<file path="config.mk">
export PLATFORM = sky130hd
export DESIGN_NAME = conv_result_drain_flat
export DESIGN_NICKNAME = d
export VERILOG_FILES = /design/src/rtl/conv_result_drain_if.sv /design/src/rtl/conv_result_drain.sv /design/src/flat_wrapper.sv
export SDC_FILE = /design/constraint.sdc
export NUM_CORES = 1
export LEC_CHECK = 0
export CORE_MARGIN = 4
export CORE_UTILIZATION = 54
export CTS_BUF_LIST = sky130_fd_sc_hd__clkbuf_8
export CTS_CLUSTER_SIZE = 14
export DETAILED_ROUTE_END_ITERATION = 7
export DONT_BUFFER_PORTS = 1
export PLACE_DENSITY = 0.71
export SKIP_LAST_GASP = 1
export SLEW_MARGIN = 25
export SYNTH_ARGS = -nofsm -noshare
export SYNTH_HDL_FRONTEND = slang
export SYNTH_SLANG_ARGS = --single-unit
</file>
<file path="constraint.sdc">
create_clock -name clk -period 8.2 [get_ports clk]
set_clock_uncertainty 0.15 [all_clocks]
set_input_delay 1.64 -clock clk [delete_from_list [all_inputs] [get_ports clk]]
set_output_delay 1.64 -clock clk [all_outputs]
set_load 0.01 [all_outputs]
</file>
<file path="src/rtl/conv_result_drain_if.sv">
`default_nettype none
// ---------------------------------------------------------------------------
// conv_result_drain_if
// Control, accumulator-input and activation-output stream signals of
// conv_result_drain, grouped for connection between producer and drain.
// Revision: 1.0 - initial release
// ---------------------------------------------------------------------------
interface conv_result_drain_if #(
  parameter int ACC_W = 32,
  parameter int OUT_W = 8
);
  logic             start_i;
  logic             relu_en_i;
  logic [4:0]       shift_i;
  logic [15:0]      bias_i;
  logic             acc_valid_i;
  logic [ACC_W-1:0] acc_data_i;
  logic             acc_ready_o;
  logic             out_valid_o;
  logic             out_ready_i;
  logic [OUT_W-1:0] out_data_o;
  logic             out_last_o;
  logic             busy_o;
  logic             done_o;
  logic             overflow_o;

  // Side that drives frame control, sums and output back-pressure
  modport master (
    output start_i, relu_en_i, shift_i, bias_i, acc_valid_i, acc_data_i, out_ready_i,
    input  acc_ready_o, out_valid_o, out_data_o, out_last_o, busy_o, done_o, overflow_o
  );

  // The drain block itself
  modport slave (
    input  start_i, relu_en_i, shift_i, bias_i, acc_valid_i, acc_data_i, out_ready_i,
    output acc_ready_o, out_valid_o, out_data_o, out_last_o, busy_o, done_o, overflow_o
  );
endinterface
`default_nettype wire

</file>
<file path="src/rtl/conv_result_drain.sv">
`default_nettype none
// ---------------------------------------------------------------------------
// conv_result_drain
// Converts finished accumulator window sums into 8-bit activations:
// bias add, optional ReLU, round-half-up right shift, saturation, then a
// small FWFT FIFO onto a valid/ready stream with a frame-last flag.
// Revision: 1.0 - initial release
// ---------------------------------------------------------------------------
module conv_result_drain #(
  parameter int ACC_W   = 32,
  parameter int OUT_W   = 8,
  parameter int DEPTH   = 4,
  parameter int NUM_OUT = 676
) (
  input  logic clk,
  input  logic rst_n,
  conv_result_drain_if.slave bus
);

  localparam int CNT_W  = $clog2(NUM_OUT + 1);
  localparam int PTR_W  = $clog2(DEPTH);
  localparam int FCNT_W = $clog2(DEPTH + 1);
  localparam int S1_W   = ACC_W + 1;
  // One extra bit so the rounding offset can never wrap the widest sum
  localparam int RND_W  = ACC_W + 2;
  localparam int USED_W = FCNT_W + 1;

  localparam logic signed [RND_W-1:0] SAT_MAX = RND_W'((1 << (OUT_W - 1)) - 1);
  localparam logic signed [RND_W-1:0] SAT_MIN = -SAT_MAX - 1;

  typedef enum logic [1:0] {
    ST_IDLE  = 2'd0,
    ST_RUN   = 2'd1,
    ST_DRAIN = 2'd2,
    ST_DONE  = 2'd3
  } state_t;

  state_t state, state_nx;

  logic                    cfg_relu;
  logic [4:0]              cfg_shift;
  logic [15:0]             cfg_bias;
  logic [CNT_W-1:0]        in_cnt;
  logic                    overflow;

  logic                    s1_valid, s1_last;
  logic signed [S1_W-1:0]  s1_data;
  logic                    s2_valid, s2_last;
  logic [OUT_W-1:0]        s2_data;

  logic [OUT_W-1:0]        mem_data [DEPTH];
  logic                    mem_last [DEPTH];
  logic [PTR_W-1:0]        wr_ptr, rd_ptr;
  logic [FCNT_W-1:0]       fifo_count;

  logic                    acc_ready, busy, done;
  logic                    accept, in_last, push, pop, fifo_empty;
  logic [USED_W-1:0]       used;
  logic signed [S1_W-1:0]  relu_val;
  logic signed [RND_W-1:0] rnd_val, shifted;
  logic [OUT_W-1:0]        sat_val;

  // Slots already spoken for: FIFO contents plus everything still in the pipe
  assign used       = USED_W'(fifo_count) + USED_W'(s1_valid) + USED_W'(s2_valid);
  assign accept     = bus.acc_valid_i & acc_ready;
  assign in_last    = (in_cnt == CNT_W'(NUM_OUT - 1));
  assign fifo_empty = (fifo_count == '0);
  assign push       = s2_valid;
  assign pop        = ~fifo_empty & bus.out_ready_i;

  // State register
  always_ff @(posedge clk or negedge rst_n) begin
    if (!rst_n) state <= ST_IDLE;
    else        state <= state_nx;
  end

  // Next-state decode and state-derived outputs
  always_comb begin
    state_nx  = state;
    acc_ready = 1'b0;
    busy      = 1'b1;
    done      = 1'b0;
    case (state)
      ST_IDLE: begin
        busy = 1'b0;
        if (bus.start_i) state_nx = ST_RUN;
      end
      ST_RUN: begin
        acc_ready = (used < USED_W'(DEPTH));
        if (accept && in_last) state_nx = ST_DRAIN;
      end
      ST_DRAIN: begin
        if (pop && mem_last[rd_ptr]) state_nx = ST_DONE;
      end
      ST_DONE: begin
        done     = 1'b1;
        state_nx = ST_IDLE;
      end
      default: state_nx = ST_IDLE;
    endcase
  end

  // Frame configuration, input counter and sticky drop flag
  always_ff @(posedge clk or negedge rst_n) begin
    if (!rst_n) begin
      cfg_relu  <= 1'b0;
      cfg_shift <= '0;
      cfg_bias  <= '0;
      in_cnt    <= '0;
      overflow  <= 1'b0;
    end else begin
      if (state == ST_IDLE && bus.start_i) begin
        cfg_relu  <= bus.relu_en_i;
        cfg_shift <= bus.shift_i;
        cfg_bias  <= bus.bias_i;
        in_cnt    <= '0;
        overflow  <= 1'b0;
      end else begin
        if (accept) in_cnt <= in_cnt + 1'b1;
        // A sum is lost if it arrives without credit in RUN, or at all once draining
        if (bus.acc_valid_i &&
            ((state == ST_RUN && !acc_ready) || state == ST_DRAIN || state == ST_DONE))
          overflow <= 1'b1;
      end
    end
  end

  // Stage-2 arithmetic: ReLU, round-half-up shift, saturate
  always_comb begin
    relu_val = s1_data;
    if (cfg_relu && s1_data < 0) relu_val = '0;
    rnd_val = {relu_val[S1_W-1], relu_val};
    if (cfg_shift != 5'd0)
      rnd_val = rnd_val + (RND_W'(1) << (cfg_shift - 5'd1));
    shifted = rnd_val >>> cfg_shift;
    sat_val = shifted[OUT_W-1:0];
    if (shifted > SAT_MAX)      sat_val = SAT_MAX[OUT_W-1:0];
    else if (shifted < SAT_MIN) sat_val = SAT_MIN[OUT_W-1:0];
  end

  // Two-stage processing pipeline; the last flag rides along with its data
  always_ff @(posedge clk or negedge rst_n) begin
    if (!rst_n) begin
      s1_valid <= 1'b0;
      s1_last  <= 1'b0;
      s1_data  <= '0;
      s2_valid <= 1'b0;
      s2_last  <= 1'b0;
      s2_data  <= '0;
    end else begin
      s1_valid <= accept;
      if (accept) begin
        s1_last <= in_last;
        s1_data <= {bus.acc_data_i[ACC_W-1], bus.acc_data_i}
                   + {{(S1_W-16){cfg_bias[15]}}, cfg_bias};
      end
      s2_valid <= s1_valid;
      if (s1_valid) begin
        s2_last <= s1_last;
        s2_data <= sat_val;
      end
    end
  end

  // FIFO storage; contents are only visible while the count says valid
  always_ff @(posedge clk) begin
    if (push) begin
      mem_data[wr_ptr] <= s2_data;
      mem_last[wr_ptr] <= s2_last;
    end
  end

  // FIFO pointers and occupancy
  always_ff @(posedge clk or negedge rst_n) begin
    if (!rst_n) begin
      wr_ptr     <= '0;
      rd_ptr     <= '0;
      fifo_count <= '0;
    end else begin
      if (push) wr_ptr <= wr_ptr + 1'b1;
      if (pop)  rd_ptr <= rd_ptr + 1'b1;
      case ({push, pop})
        2'b10:   fifo_count <= fifo_count + 1'b1;
        2'b01:   fifo_count <= fifo_count - 1'b1;
        default: fifo_count <= fifo_count;
      endcase
    end
  end

  assign bus.acc_ready_o = acc_ready;
  assign bus.out_valid_o = ~fifo_empty;
  assign bus.out_data_o  = fifo_empty ? '0 : mem_data[rd_ptr];
  assign bus.out_last_o  = ~fifo_empty & mem_last[rd_ptr];
  assign bus.busy_o      = busy;
  assign bus.done_o      = done;
  assign bus.overflow_o  = overflow;

endmodule
`default_nettype wire
</file>
<file path="src/flat_wrapper.sv">
// flat-port wrapper written by rule: the top's interface ports become plain ports
module conv_result_drain_flat 
#(
  parameter int ACC_W   = 32,
  parameter int OUT_W   = 8,
  parameter int DEPTH   = 4,
  parameter int NUM_OUT = 676
)
  (clk, rst_n, bus_start_i, bus_relu_en_i, bus_shift_i, bus_bias_i, bus_acc_valid_i, bus_acc_data_i, bus_out_ready_i, bus_acc_ready_o, bus_out_valid_o, bus_out_data_o, bus_out_last_o, bus_busy_o, bus_done_o, bus_overflow_o);
  conv_result_drain_if #(.ACC_W(ACC_W), .OUT_W(OUT_W)) bus_i ();
  input  logic clk;
  input  logic rst_n;
  input wire logic [$bits(bus_i.start_i)-1:0] bus_start_i;
  input wire logic [$bits(bus_i.relu_en_i)-1:0] bus_relu_en_i;
  input wire logic [$bits(bus_i.shift_i)-1:0] bus_shift_i;
  input wire logic [$bits(bus_i.bias_i)-1:0] bus_bias_i;
  input wire logic [$bits(bus_i.acc_valid_i)-1:0] bus_acc_valid_i;
  input wire logic [$bits(bus_i.acc_data_i)-1:0] bus_acc_data_i;
  input wire logic [$bits(bus_i.out_ready_i)-1:0] bus_out_ready_i;
  output wire logic [$bits(bus_i.acc_ready_o)-1:0] bus_acc_ready_o;
  output wire logic [$bits(bus_i.out_valid_o)-1:0] bus_out_valid_o;
  output wire logic [$bits(bus_i.out_data_o)-1:0] bus_out_data_o;
  output wire logic [$bits(bus_i.out_last_o)-1:0] bus_out_last_o;
  output wire logic [$bits(bus_i.busy_o)-1:0] bus_busy_o;
  output wire logic [$bits(bus_i.done_o)-1:0] bus_done_o;
  output wire logic [$bits(bus_i.overflow_o)-1:0] bus_overflow_o;
  assign bus_i.start_i = bus_start_i;
  assign bus_i.relu_en_i = bus_relu_en_i;
  assign bus_i.shift_i = bus_shift_i;
  assign bus_i.bias_i = bus_bias_i;
  assign bus_i.acc_valid_i = bus_acc_valid_i;
  assign bus_i.acc_data_i = bus_acc_data_i;
  assign bus_i.out_ready_i = bus_out_ready_i;
  assign bus_acc_ready_o = bus_i.acc_ready_o;
  assign bus_out_valid_o = bus_i.out_valid_o;
  assign bus_out_data_o = bus_i.out_data_o;
  assign bus_out_last_o = bus_i.out_last_o;
  assign bus_busy_o = bus_i.busy_o;
  assign bus_done_o = bus_i.done_o;
  assign bus_overflow_o = bus_i.overflow_o;
  conv_result_drain #(.ACC_W(ACC_W), .OUT_W(OUT_W), .DEPTH(DEPTH), .NUM_OUT(NUM_OUT)) u_core (.clk(clk), .rst_n(rst_n), .bus(bus_i));
endmodule
</file>
==> results.md, run 1 <==
* Status: complete, no violations
* Max Fclk at 0.147 GHz
* Sequential Power Share at 0.182
* Yosys top cell by area: dfrtp_1
* Clock sinks at 123
* Unrepaired setup endpoints after global routing: no
* Vias in the first global route at 10700
* R2r startpoint: u_core.cfg_shift[0]
* Global-route wire length before repair at 56600 um
* Post-CTS setup repair buffer count at 0
* Critical path endpoint category: flip-flop
* Drt via density at 6.63
* Sw Ratio at 0.526
* CTS tree: yes
* Initial antenna violation count at 1
* Path depth of the worst reg2reg path at 18
* #FFs+latches synth at 123
* Setup Crit Path Kind: flip-flop to flip-flop
* Post-CTS Hold Buffers at 0
* Final HPWL DP at 26200 um
* VDD IR max at 0.000219 V
* Area Growth Syn to Fin at 4.52%
* Final Critical Period at 6.79 ns
* Setup_tns at 0 ns
* HP Class: flip-flop to flip-flop
* Drc violations at 0
* Overflow after GRT at 0
* Chip height at 157 um
* CP startpoint: u_core.cfg_shift[0]
* # diodes at 0
* Dominant synthesized flop cell: dfrtp_1
* Die Span X at 157 um
* Critical path data required time at 8.43 ns
* Top cells by area, synth: dfrtp_1 18%, edfxtp_1 9.0%, ha_1 7.9%
* Compound-Gate Fraction of Synth Area at 0.259
* Cell Pwr Density at 441 mW/mm^2
* Fin crit share at 0.828
* Post-synth EDFFs at 36
* Worst skew pair latency at 0.46 ns
* Arrival @ worst endpoint at 7.02 ns
* Register area share after synthesis at 0.272
* Cts repair resizes at 0
* Post-synthesis mux area share at 0.0780
* CTS clk-pin slew, worst paths at 0.11 ns
* Core area at 0.0218 mm^2
* Buffers on Ports at 0
* Mapped Area at 0.0120 mm^2
* Syn Nets at 1593
* Synth warnings at 0
* Final setup fails at 0
* Clk buf depth at 2
* Slew HR at 0.391
* Share of post-route cells with drive strength above 1 at 0.0926
* Flop2flop setup slack at 1.41 ns
* Largest net degree at the start of global routing at 88
* End of the worst hold path: u_core.s1_data[19]
* DR pass1 iterations at 7
* Internal at 2.62 mW
* Max_cap viols at 0
* Crit path max fanout at 19
* CP startpoint kind: flip-flop
* Rows at 54
* Place WS at 1.67 ns
* Final Worst Setup Slack at 1.41 ns
* Worst-margin pin slew at 0.905 ns
* Net switching power at 2.90 mW
* Post-synth cell types at 93
* Top-area cell type share of the netlist area at 0.182
* Static Leak at 5.17 nW
* Initial drt markers at 1256
* Final Hold Vio Count at 0
* Root Buffer: clkbuf_8
* Synth async-reset ratio at 0.707
* Number of buffers created by CTS at 17
* Reg2reg end: u_core.s2_data[4]
* Syn_area_per_cell at 8.23 um^2
* Slew Limit Fails at 0
* Wire length per cell at 20.7 um
* DRT Wirelength at 35100 um
* # IOs at 73
* Initial core utilization at 0.549
* Post-Synth Adder-Cell Area at 0.0844
* WHS Path Cells at 2
* Post-synthesis cell count at 1455
* Die area at 0.0246 mm^2
* Routability Congestion at 0.988
* Worst Hold Launch: u_core.s1_data[19]
* All-Layer GR Usage at 0.287
* Xor/xnor share of the synthesized area at 0.0395
* Simple-gate share of the synthesized area at 0.226
* Routed via count at 11200
* Detail Route Antenna Nets at 0
* Final #Nets at 1540
* Largest family of logic cells by synthesized area: compound AO/OA/AOI/OAI gates
* H-tree Lvls at 4
* Combinational power share at 0.708
* Clk pwr share at 0.110
==> state kept, by name, indices dropped and copies added (netlist names), 3 cells and up <==
signal	flops
u_core.fifo_count	3
u_core.s2_data	8
u_core.cfg_bias	16
u_core.mem_last	4
u_core.s1_data	33
u_core.in_cnt	10
u_core.cfg_shift	5
u_core.mem_data	32
==> cell families (layout without fill, tap and decap cells) <==
group	count (synthesis)	count (layout)
and+or+nand+nor	552	552
AOI/OAI and AO/OA	453	453
buffers and inverters	128	88
DFF	123	123
adders and majority gates	79	79
muxes	66	66
xor gates and xnor gates	54	54
==> worst max-delay path by stage <==
stage | end | cells past startpoint | slack (ns)
after floorplan | u_core.s2_data[6] | 24 | 1.47
after global placement | u_core.s2_data[0] | 19 | 1.75
after detailed placement | u_core.s2_data[0] | 18 | 1.67
after CTS | u_core.s2_data[0] | 17 | 1.64
after global routing | u_core.s2_data[0] | 18 | 1.03
final | u_core.s2_data[4] | 18 | 1.41
==> synthesized netlist by cell type, types with 34 or more instances <==
master / instances
nor3_1: 44
edfxtp_1: 36
nand3_1: 34
a21oi_1: 95
clkbuf_1: 59
o21ai_0: 93
dfrtp_1: 87
nand2_1: 164
nor2_1: 126
and2_1: 59
inv_1: 36
ha_1: 76
==> stage by stage <==
| step | utilization | hold slack (ns) | total power, mW | cell area, um^2 | std cells |
|---|---|---|---|---|---|
| 6_report | 0.574 | 0.325 | 5.52 | 12500 | 1695 |
| 3_5_place_dp | 0.554 | 0.302 | 4.80 | 12100 | 1663 |
| 5_1_grt | 0.574 | 0.348 | 5.94 | 12500 | 1695 |
| 4_1_cts | 0.574 | 0.322 | 5.43 | 12500 | 1695 |
| 2_1_floorplan | - | 0.280 | 3.89 | 12000 | 1455 |
| 3_3_place_gp | 0.554 | 0.296 | 4.78 | 12100 | 1663 |
==> layout by cell type (no fill, tap or decap), drive strengths merged, types with 23 or more instances in the layout <==
cell and instances:
ha 76, o21a 23, and2 59, edfxtp 36, nand2 164, xor2 31, a211oi 30, a21oi 95
dfrtp 87, nor3 45, nor2 127, mux2 29, o21ai 95, xnor2 23, a21o 30, nand3 34
inv 47, o211ai 24
==> worst max-delay path, stage by stage, from the launching register on <==
cell	delay (ns)
dfrtp_2	0.58
nor2_1	0.51
nand2_1	0.34
nor3_1	0.46
ha_1	0.42
a21o_1	0.23
a311o_1	0.21
o21ba_2	0.22
o31ai_1	0.74
a2111oi_2	0.25
o211ai_1	0.23
o31ai_1	0.14
or2_1	0.32
mux4_2	0.50
a221oi_1	0.33
or4b_1	0.50
nor3_2	0.19
a31oi_2	0.19
o22ai_1	0.17
==> layer usage <==
layer	up-vias	global-route usage	share of wire	wire (um)
met4	2	0.105	0.036	1270
met5	-	0	0.00014	5
met1	5254	0.403	0.44	15400
li1	5361	-	-	-
met2	516	0.435	0.44	15500
met3	98	0.0652	0.085	2980
==> power groups by stage <==
| stage | Combinational [mW] | Sequential, mW | Clock [mW] |
|---|---|---|---|
| 2_1_floorplan | 2.97 | 0.920 | 0 |
| 3_3_place_gp | 3.78 | 1.00 | 0 |
| 3_5_place_dp | 3.78 | 1.02 | 0 |
| 4_1_cts | 3.80 | 1.01 | 0.618 |
| 5_1_grt | 4.26 | 1.04 | 0.642 |
| 6_report | 3.91 | 1.01 | 0.607 |
==> area by class of cell <==
cell class	instances	area [um^2]
multi-input cells	1204	8230
flip-flops and latches	123	3260
repair buffers	14	105
well taps	280	350
inverters	42	158
clock inverters	15	188
fillers	1992	9300
clock buffers	17	234
Note: power is estimated with default switching activity, not from simulation.
==> run 2, diff against run 1 <==
Settings changed: PLACE_DENSITY 0.71 to 0.74.
Clock period 8.2 ns to 5.8 ns, I/O delays scaled along.
==> run 2 against run 1 <==
Net effect: routed wire length up 2.8%; sequential power is 40% higher; via count increased by 3.3%; first-iteration DRC count decreased by 4.3%; design area is 7.1% higher; clock power grew 40%; core utilization is 4.1 points higher; combinational power grew 57%; largest power group unchanged; global-route usage grew 0.26 points; critical path depth down 1; worst hold slack lost 0.082 ns; die area unchanged.
==> results.md, run 2 (synthesized netlist as in run 1, its figures left out) <==
* Cell Pwr Density at 626 mW/mm^2 (+42%)
* Largest net degree at the start of global routing at 88 (unchanged)
* Leading cell type in the layout, fill and taps excluded: nand2_1
* H-tree Lvls at 4 (unchanged)
* VDD IR max at 0.000364 V (+66%)
* Cell Area, Placed at 0.0128 mm^2 (+5.7%)
* Fin crit share at 0.951 (+0.124)
* Core area at 0.0218 mm^2 (unchanged)
* Clock sinks at 123 (unchanged)
* HP Class: primary input to async pin
* Post-CTS Hold Buffers at 0 (unchanged)
* Unrepaired setup endpoints after global routing: yes
* Slew Limit Fails at 0 (unchanged)
* Die area at 0.0246 mm^2 (unchanged)
* Critical path endpoint category: flip-flop
* Util after Layout at 0.615 (+0.0409)
* Reg with most FFs: u_core.s1_data
* Final Critical Period at 5.52 ns (-1.27 ns)
* Final HPWL DP at 27900 um (+6.5%)
* Detail Route Antenna Nets at 0 (unchanged)
* Setup_tns at 0 ns (unchanged)
* Met2 usage at 0.439 (+0.00388)
* All-Layer GR Usage at 0.290 (+0.00261)
* Rows at 54 (unchanged)
* Arrival @ worst endpoint at 5.72 ns (-1.30 ns)
* Initial drt markers at 1202 (-4.3%)
* Max Fclk at 0.181 GHz (+23%)
* Share of post-route cells with drive strength above 1 at 0.166 (+0.0734)
* CP startpoint kind: flip-flop
* Chip height at 157 um (unchanged)
* Met1 Use GR at 0.402 (-0.00147)
* CTS tree: yes
* # diodes at 0 (unchanged)
* Routed via count at 11600 (+3.3%)
* Overflow after GRT at 0 (unchanged)
* Status: complete, no violations
* Commonest non-fill, non-tap cells in the layout: 161 x nand2_1, 124 x nor2_1, 99 x buf_4, 94 x a21oi_1, 91 x o21ai_0
* Drc violations at 0 (unchanged)
* Crit path max fanout at 11 (-8)
* Routability Congestion at 0.989 (+0.14%)
* Drt via density at 6.52 (-1.6%)
* Delay of the slowest cell on the worst path at 0.55 ns (-0.19 ns)
* Post-route cell area at 0.0134 mm^2 (+7.1%)
* Delay-heaviest family, CP: compound AO/OA/AOI/OAI gates
* Max reg flops at 33 (unchanged)
* DRT Wirelength at 36100 um (+2.8%)
* Buf/Inv on CP at 0 (unchanged)
* DR pass1 iterations at 6 (-1)
* Initial antenna violation count at 1 (unchanged)
* Area Growth Syn to Fin at 12.0%
* Vias in the first global route at 11000 (+3.4%)
* Clk buf depth at 2 (unchanged)
* Final #Nets at 1625 (+5.5%)
* CTS clk-pin slew, worst paths at 0.09 ns (-0.02 ns)
* Buffers on Ports at 0 (unchanged)
* Critical path data required time at 6.01 ns (-2.42 ns)
* Number of buffers created by CTS at 17 (unchanged)
* Static Leak at 5.66 nW (+9.5%)
* Cell Chain, Critical Path: or3_1 -> nor2_1 -> ha_1 -> a21o_1 -> a2bb2oi_1 -> a21oi_1 -> nand4b_1 -> a41oi_1 -> xor2_1 -> a221oi_2 -> a221oi_1 -> o211a_1 -> mux2_2 -> or4b_4 -> nor3_4 -> a31oi_4 -> o22ai_1
* Biggest regs: u_core.s1_data (33), u_core.mem_data (32), u_core.cfg_bias (16)
* Worst skew pair latency at 0.45 ns (about the same)
* Gr busiest metal: met2
* Root Buffer: clkbuf_8
* Worst-margin pin slew at 0.791 ns (-0.114 ns)
* Wire length per cell at 20.3 um (-2.1%)
* Setup Crit Path Kind: flip-flop to flip-flop
* Max_cap viols at 0 (unchanged)
* GR Layer Usage met3 at 0.0572 (-0.00797)
* Initial core utilization at 0.549 (unchanged)
* # IOs at 73 (unchanged)
* Global-route wire length before repair at 57200 um (+1.1%)
* Crit path max-delay cell type: or4b_4
* Final Hold Vio Count at 0 (unchanged)
* Slew HR at 0.472 (+0.0805)
* Final setup fails at 0 (unchanged)
* Die Span X at 157 um (unchanged)
[run 2: layout make-up]
type / instances / area [um^2]
Multi-Input combinational cell: 1204 / 8470
Fill cell: 1924 / 8410
Sequential cell: 123 / 3260
Timing Repair Buffer: 99 / 743
Tap cell: 280 / 350
Clock buffer: 17 / 234
Clock inverter: 15 / 199
Inverter: 42 / 158
[run 2: per-stage QoR]
stage | setup WS (ns) | hold slack [ns] | std cells | power [mW]
after floorplan | 0.00122 | 0.280 | 1455 | 5.57
after global placement | -0.222 | 0.297 | 1746 | 7.24
after detailed placement | -0.229 | 0.304 | 1746 | 7.28
after CTS | 0.0473 | 0.221 | 1778 | 8.17
after global routing | -0.00341 | 0.217 | 1780 | 9.01
final | 0.283 | 0.243 | 1780 | 8.40
[run 2: per-layer routing]
metal	up-vias	share of wire	wire, um
li1	5526	-	-
met5	-	0.00036	13
met1	5453	0.44	15900
met3	118	0.074	2670
met4	2	0.042	1520
met2	501	0.44	16000
[run 2: path summary, 6_finish.rpt]
kind | cells after the start | endpoint | start | slack [ns]
min | 0 | u_core.s2_data[5] | rst_n | 0.24
max | 17 | u_core.s2_data[3] | u_core.cfg_shift[3] | 0.28
max in group asynchronous | 0 | u_core.s1_data[26] | rst_n | 5.06
max reg2reg | 17 | u_core.s2_data[3] | u_core.cfg_shift[3] | 0.28
min in group clk | 2 | u_core.s1_data[26] | u_core.s1_data[26] | 0.32
min reg2reg | 2 | u_core.s1_data[26] | u_core.s1_data[26] | 0.32
[run 2: power breakdown]
group	internal, mW	switching, mW
clock	0.470	0.382
sequential	1.16	0.249
combinational	2.52	3.62
[run 2: repair_timing]
item,CTS,global route
setup endpoints to repair,7,7
pin swaps,0,2
setup buffers,0,2
cloned,0,0
resized for setup,2,34
